## src/rtl/encoder_fec_pkg.sv

```systemverilog
// Shared definitions for the SECDED FEC path: code geometry helpers, injection modes,
// and the default-width codeword type.
package encoder_fec_pkg;

  typedef enum logic [1:0] {
    INJ_NONE   = 2'd0,
    INJ_SINGLE = 2'd1,
    INJ_DOUBLE = 2'd2,
    INJ_RSVD   = 2'd3
  } inj_mode_t;

  // Smallest R with 2^R >= data_w + R + 1 (data_w up to 57 needs at most R=6).
  function automatic int unsigned calc_r(input int unsigned data_w);
    int unsigned r;
    r = 0;
    for (int unsigned i = 1; i < 8; i++) begin
      if (r == 0 && (32'd1 << i) >= data_w + i + 1) r = i;
    end
    return r;
  endfunction

  // Hamming bits plus the overall parity bit at position 0.
  function automatic int unsigned calc_code_w(input int unsigned data_w);
    return data_w + calc_r(data_w) + 1;
  endfunction

  localparam int unsigned DEF_DATA_W = 11;
  localparam int unsigned DEF_CODE_W = calc_code_w(DEF_DATA_W);

  typedef logic [DEF_CODE_W-1:0] codeword_t;

endpackage

```

## src/rtl/secded_enc_core.sv

```systemverilog
// Combinational extended-Hamming encoder; also used by the decoder for syndrome generation.
module secded_enc_core
  import encoder_fec_pkg::*;
#(
  parameter  int unsigned DATA_W = 11,
  localparam int unsigned R      = calc_r(DATA_W),
  localparam int unsigned CODE_W = DATA_W + R + 1
) (
  input  logic [DATA_W-1:0] data,
  output logic [CODE_W-1:0] code
);

  localparam int unsigned IDX_W = $clog2(CODE_W);

  // Positions (excluding 2^j itself) whose index has bit j set.
  function automatic logic [CODE_W-1:0] parity_mask(input int unsigned j);
    logic [CODE_W-1:0] m;
    m = '0;
    for (int unsigned p = 1; p < CODE_W; p++) begin
      if (((p >> j) & 32'd1) == 32'd1 && p != (32'd1 << j)) m[IDX_W'(p)] = 1'b1;
    end
    return m;
  endfunction

  logic [CODE_W-1:0] placed;
  logic [R-1:0]      par;
  logic [CODE_W-1:1] hi;

  // Data occupies non-power-of-two positions; position p holds data[p - 1 - clog2(p+1)].
  for (genvar p = 0; p < CODE_W; p++) begin : g_place
    if (p == 0 || (p & (p - 1)) == 0) begin : g_par_slot
      assign placed[p] = 1'b0;
    end else begin : g_data_slot
      assign placed[p] = data[p - 1 - $clog2(p + 1)];
    end
  end

  for (genvar j = 0; j < R; j++) begin : g_par
    localparam logic [CODE_W-1:0] MASK = parity_mask(j);
    assign par[j] = ^(placed & MASK);
  end

  for (genvar p = 1; p < CODE_W; p++) begin : g_hi
    if ((p & (p - 1)) == 0) begin : g_p
      assign hi[p] = par[$clog2(p)];
    end else begin : g_d
      assign hi[p] = placed[p];
    end
  end

  assign code = {hi, ^hi};

endmodule

```

## src/rtl/secded_stream_encoder.sv

```systemverilog
// SECDED stream encoder: valid/ready input, buffered codeword output with backpressure,
// deterministic error injection and a wrapping accepted-word counter.
module secded_stream_encoder
  import encoder_fec_pkg::*;
#(
  parameter  int unsigned DATA_W     = 11,
  parameter  int unsigned FIFO_DEPTH = 2,
  parameter  int unsigned CNT_W      = 16,
  localparam int unsigned CODE_W     = calc_code_w(DATA_W),
  localparam int unsigned POS_W      = $clog2(CODE_W)
) (
  input  logic              clk,
  input  logic              rst_n,
  input  logic              en,
  input  logic              in_valid,
  input  logic [DATA_W-1:0] in_data,
  output logic              in_ready,
  output logic              out_valid,
  output logic [CODE_W-1:0] out_data,
  input  logic              out_ready,
  input  logic [1:0]        inj_mode,
  input  logic [POS_W-1:0]  inj_pos,
  output logic [CNT_W-1:0]  word_cnt
);

  localparam int unsigned PTR_W = $clog2(FIFO_DEPTH);
  localparam int unsigned OCC_W = PTR_W + 1;

  typedef logic [CODE_W-1:0] code_t;

  code_t            enc_code;
  code_t            inj_mask;
  code_t            mem [FIFO_DEPTH];
  logic [PTR_W-1:0] wr_ptr;
  logic [PTR_W-1:0] rd_ptr;
  logic [OCC_W-1:0] occ;
  logic [POS_W-1:0] nxt_pos;
  logic             push;
  logic             pop;

  secded_enc_core #(.DATA_W(DATA_W)) u_core (
    .data (in_data),
    .code (enc_code)
  );

  // Second flipped bit wraps from the top position back to bit 0.
  assign nxt_pos = (32'(inj_pos) == CODE_W - 1) ? '0 : inj_pos + POS_W'(1);

  always_comb begin
    inj_mask = '0;
    if (32'(inj_pos) < CODE_W) begin
      case (inj_mode_t'(inj_mode))
        INJ_SINGLE: inj_mask[inj_pos] = 1'b1;
        INJ_DOUBLE: begin
          inj_mask[inj_pos] = 1'b1;
          inj_mask[nxt_pos] = 1'b1;
        end
        default: ;
      endcase
    end
  end

  assign in_ready  = rst_n & en & (occ != OCC_W'(FIFO_DEPTH));
  assign out_valid = (occ != '0);
  assign out_data  = out_valid ? mem[rd_ptr] : '0;
  assign push      = in_valid & in_ready;
  assign pop       = out_valid & out_ready;

  // Output buffer, pointers, occupancy and word counter.
  always_ff @(posedge clk or negedge rst_n) begin
    if (!rst_n) begin
      wr_ptr   <= '0;
      rd_ptr   <= '0;
      occ      <= '0;
      word_cnt <= '0;
      for (int i = 0; i < FIFO_DEPTH; i++) mem[i] <= '0;
    end else begin
      if (push) begin
        mem[wr_ptr] <= enc_code ^ inj_mask;
        wr_ptr      <= wr_ptr + PTR_W'(1);
        word_cnt    <= word_cnt + CNT_W'(1);
      end
      if (pop) rd_ptr <= rd_ptr + PTR_W'(1);
      case ({push, pop})
        2'b10:   occ <= occ + OCC_W'(1);
        2'b01:   occ <= occ - OCC_W'(1);
        default: occ <= occ;
      endcase
    end
  end

endmodule
```

## config.mk

```make
export PLATFORM = sky130hd
export DESIGN_NAME = secded_stream_encoder
export DESIGN_NICKNAME = d
export VERILOG_FILES = /design/src/rtl/encoder_fec_pkg.sv /design/src/rtl/secded_enc_core.sv /design/src/rtl/secded_stream_encoder.sv
export SDC_FILE = /design/constraint.sdc
export NUM_CORES = 1
export LEC_CHECK = 0
export ABC_CLOCK_PERIOD_IN_PS = 1950
export CORE_MARGIN = 2
export CORE_UTILIZATION = 47
export CTS_CLUSTER_SIZE = 8
export DETAILED_ROUTE_END_ITERATION = 16
export PLACE_DENSITY = 0.77
export SKIP_LAST_GASP = 1
export SYNTH_ARGS = -nofsm -noshare
export SYNTH_HDL_FRONTEND = slang
export SYNTH_SLANG_ARGS = --single-unit
```

## constraint.sdc

```tcl
create_clock -name clk -period 1.95 [get_ports clk]
set_input_delay 0.585 -clock clk [delete_from_list [all_inputs] [get_ports clk]]
set_output_delay 0.585 -clock clk [all_outputs]
set_load 0.02 [all_outputs]
```

After elaboration in Yosys (flattened, before gate mapping) --
Index checks and enable logic that the tools add are counted.
Storage, ports and cells: register bits 52, input port bits 22, word-level logic and storage cells 57, output and inout port bits 34
Cells by class: reductions and logical operators 10, bitwise logic cells 8, eq/ne operators 6, magnitude comparators 7, mux-type cells 14, add/subtract/negate cells 6
Operators by type and width (number):
- 2-to-1 mux 16 bit | 5
- XOR reduction 16 bit | 4
- bitwise mux 32 bit | 1
- case mux 16 bit (2 select lines) | 1
- adder 16 x 1 -> 16 bit, second input constant | 1
- demux 16 bit (select 1 bit) | 1
- OR 16 bit | 1
- bitwise XOR 16 bit | 1
- XOR reduction 15 bit | 1
- < comparator 4 x 5 -> 1 bit, second input constant | 2
- demux 1 bit (select 4 bit) | 2
- >= comparator 4 x 1 -> 1 bit, second input constant | 2
- adder 4 x 1 -> 4 bit, second input constant | 1
- bitwise AND 1 bit | 4
- == test 2 x 1 -> 1 bit, second input constant | 2
- == test 2 bit, second input constant | 2
- == test 4 bit, second input constant | 1
- >= comparator 2 bit, second input constant | 2
- 2-to-1 mux 4 bit | 1
- NOT 1 -> 2 bit | 2
- case mux 2 bit (2 select lines) | 1
- nonzero test 2 bit | 2
- logical AND 1 bit | 3
- adder 1 bit, second input constant | 2
- other kinds (5) | 6

Logic depth before layout (Yosys ltp) --
depth in word-level cells 10, gate-level depth with buffers 7, mapped depth without buffers 7

Hierarchy --
Synthesis repeated with hierarchy kept, for this count alone.
Second synthesis, totals: cell total of the unflattened synthesis 314, area, all modules 3081.7 um2
By module, submodules not included:
- secded_stream_encoder | seq. area each 1301.2 um2, instances 1, cells each 285, area each 2791.4 um2
- secded_enc_core | seq. area each 0.0 um2, instances 1, cells each 29, area each 290.3 um2

Worst setup path after synthesis --
Ideal clock, no wire load.
path type input port to flip-flop, start input port in_data[3], end register mem[16] (netlist bit), stages 5, arrival 2090 ps, buffers on the path 0, slack -265 ps, required time 1825 ps, library setup time 125 ps, cells stage by stage xnor2_1 -> xnor3_2 -> xnor3_1 -> xnor3_1 -> mux2_2
On the way: longest elaborated chain between the ends 4, elaborated cells between the ends (all ways) 6, those cells by class mux: 1; bitwise: 1; reduce/logical: 4
Ends and longest elaborated chain:
- start, declared | line secded_stream_encoder.sv:16 | input logic [DATA_W-1:0] in_data,
- XOR reduction 16 bit | line secded_enc_core.sv:40 | assign par[j] = ^(placed & MASK);
- XOR reduction 15 bit (*) | line secded_enc_core.sv:51 | assign code = {hi, ^hi};
- bitwise XOR 16 bit (*) | line secded_stream_encoder.sv:79 | mem[wr_ptr] <= enc_code ^ inj_mask;
- bitwise mux 32 bit (*) | line secded_stream_encoder.sv:79
- end signal, assigned by index | line secded_stream_encoder.sv:79
- end, declared | line secded_stream_encoder.sv:33 | code_t mem [FIFO_DEPTH];
Mark *: on every way between the ends. The rest lies on a longest branch, timed or not. A chain may end at the register's enable or synchronous reset.

Final worst setup path --
start register rd_ptr, end output port out_data[2]
On the way: longest elaborated chain between the ends 5
Ends and longest elaborated chain:
- start, declared | line secded_stream_encoder.sv:35 | logic [PTR_W-1:0] rd_ptr;
- start signal, assigned | line secded_stream_encoder.sv:83 | if (pop) rd_ptr <= rd_ptr + PTR_W'(1);
- NOT 1 -> 2 bit (implied by the code) | line secded_stream_encoder.sv:65 | assign out_data = out_valid ? mem[rd_ptr] : '0;
- 2-to-1 mux 16 bit (implied by the code) (3 in a row) | line secded_stream_encoder.sv:65
- 2-to-1 mux 16 bit | line secded_stream_encoder.sv:65
- end, declared | line secded_stream_encoder.sv:19 | output logic [CODE_W-1:0] out_data,
Every way passes these cells. The select of a mux whose other input is x is not followed.

==> metrics.cfg <==
[status]
outcome=finished with violations
violations=negative setup slack

[routing]
initialDrtViolationCount=132
viasPerCell=5.17
wl_per_cell_um=15.6
vias=2467
dr.pass1.iters=4
ant_nets=0
drc_errors=0
finalWirelength_um=7440

[timing]
fmax_mhz=490
fin_skew_ns=0.00419
fin_crit_sh=1.05
worstMarginPinSlew_ns=0.656
finalSetupViolCount=14
rsz0062_at_grt=yes
post-route-worst-setup-slack_ns=-0.0908
hold_viol=0
fin_hold_ws_ns=0.454
fin_crit_ns=2.04
relSlewSlack=0.562
drv_slew=0
fin_tns_setup_ns=-0.589

[setup_path]
cp-end-kind=output port
required_ns=1.36
cp_max_fo=6
crit_type=reg2out
start_kind=flip-flop
arrival_ns=1.46

[cts]
h-tree-depth=2
clockBufferDepth=2
clk_latency_ns=0.31
clk_pin_slew_ns=0.10
clockRootBuffer=clkbuf_8
cts_sinks=52
cts_buffers=5
cts_tree=done

[power]
p_leak_nw=2.13
p_total_mw=5.46
power.density_mw_per_mm2=1260
ir_worst_vdd_mv=0.791

[synth]
ys_seq_elements=52
synthesis.area_sq_mm=0.00286
ys.flop_type=dfrtp_1
synth_edf_count=0
synth_nets=312
netlist_instances=286
ys_warn_count=0
yosysSeqAreaShare=0.455
ys_async_sr_fraction=1.00
synth.distinct_cells=32
synth_area_per_cell_sq_um=9.99

[finish]
seq_area_sq_mm=0.00130
multi_input_area_sq_mm=0.00176
final_cells=477
fin_util=0.734
layout-drive-gt1-share=0.376
n_fill_cell=398
nets=427
syn2layout_area_growth_pct=51.2
diodes=0

[global_route]
grt_use_total=0.228
grt_pass1_vias=2550
grt_pass1_wl_um=11600
gr-total-overflow=0
grt_max_degree=53
antenna_found_initial=0

[run]
maxCapViolations=0

[placement]
gp_congestion=0.808
port_buffers=55
hpwl_um=4920
dp.cells=450

[die]
num_io_pins=56
dieArea_sq_mm=0.00672
coreArea_sq_mm=0.00589
fp.dieH_um=82.0
die_width_um=82.0
std_cell_rows=28
initial_utilization=0.486

[hold_path]
min_path_type=in2async

## metal layers
| layer | GRT usage | up-vias | routed length (um) |
|---|---|---|---|
| met5 | 0 | - | 0 |
| met4 | 0.0783 | 0 | 151 |
| met3 | 0.0484 | 14 | 300 |
| met2 | 0.426 | 55 | 3980 |
| met1 | 0.255 | 1220 | 3010 |
| li1 | - | 1178 | - |
## cell families (layout without fill, tap and decap cells)
group / after synthesis / count (layout) / synth area share
muxes: 28 / 28 / 0.103
buffers and inverters: 19 / 135 / 0.0250
AOI/OAI and AO/OA: 26 / 26 / 0.0460
and+or+nand+nor: 103 / 103 / 0.170
adders and majority gates: 4 / 4 / 0.0175
DFF: 52 / 52 / 0.455
xor gates and xnor gates: 54 / 54 / 0.183
## flip-flops by register name, indices dropped and copies added, names as in the netlist
register and flops:
rd_ptr 1, mem 32, word_cnt 16, occ 2, wr_ptr 1
## cells in the final DEF, fill, tap and decap left out, types with 10 or more instances in the layout
master	count
a21oi_1	12
buf_4	62
buf_6	10
dfrtp_1	51
dlymetal6s2s_1	14
mux2_2	10
mux2i_1	13
nand2_1	25
nor2_1	38
xnor2_1	22
xor2_1	17
## power by group
part           internal, mW  total (mW)  switching, mW
clock                 0.288       0.656          0.368
sequential             1.51        1.82          0.310
combinational          1.51        2.98           1.47
total                  3.31        5.46           2.15
## synth_stat cells (4+ instances only)
cell type | number | area [sq um]
a21oi_1 | 13 | 65.1
clkbuf_1 | 10 | 37.5
dfrtp_1 | 52 | 1300
ha_1 | 4 | 50.1
inv_1 | 8 | 30.0
mux2_2 | 12 | 135
mux2i_1 | 16 | 160
nand2_1 | 26 | 97.6
nand3_1 | 10 | 50.1
nor2_1 | 40 | 150
nor2b_1 | 4 | 25.0
nor3_1 | 7 | 35.0
o21ai_0 | 12 | 60.1
xnor2_1 | 30 | 263
xor2_1 | 20 | 175
## timing repair
item                                    CTS  global route
pin swaps                                14            17
endpoints found under the setup margin   57            65
resized for setup                       124            67
cloned                                    2             0
hold buffers                              0             0
buffers inserted                         11             7
## final timing paths
path | start | endpoint | slack [ns] | cells after the start
max | rd_ptr | out_data[2] | -0.09 | 5
min | rst_n | word_cnt[15] | 0.45 | 2
max reg2reg | occ[1] | mem[23] | 0.11 | 8
min reg2reg | mem[9] | mem[9] | 0.49 | 2
max in group asynchronous | rst_n | rd_ptr | 1.01 | 2
min in group clk | mem[9] | mem[9] | 0.49 | 2
## worst max-delay path, stage by stage (launching register included)
cell     delay (ns)
dfrtp_2        0.45
buf_6          0.15
buf_4          0.13
mux2i_2        0.20
nor2_1         0.06
buf_2          0.16
## per-stage QoR
step | worst slack (ns) | cell area, sq um
floorplan | -0.0324 | 2890
finish | -0.0908 | 4320
global placement | -0.629 | 3850
CTS | -0.175 | 4120
detailed placement | -0.676 | 3850
global route | -0.133 | 4320
## cell type report
cell class | instances | share of cell area
Inverter | 9 | 0.00782
Sequential cell | 52 | 0.301
Clock inverter | 2 | 0.00348
Tap cell | 75 | 0.0217
Timing Repair Buffer | 118 | 0.240
Multi-Input combinational cell | 215 | 0.407
Clock buffer | 6 | 0.0191
Power figures use the tool's default switching activity.
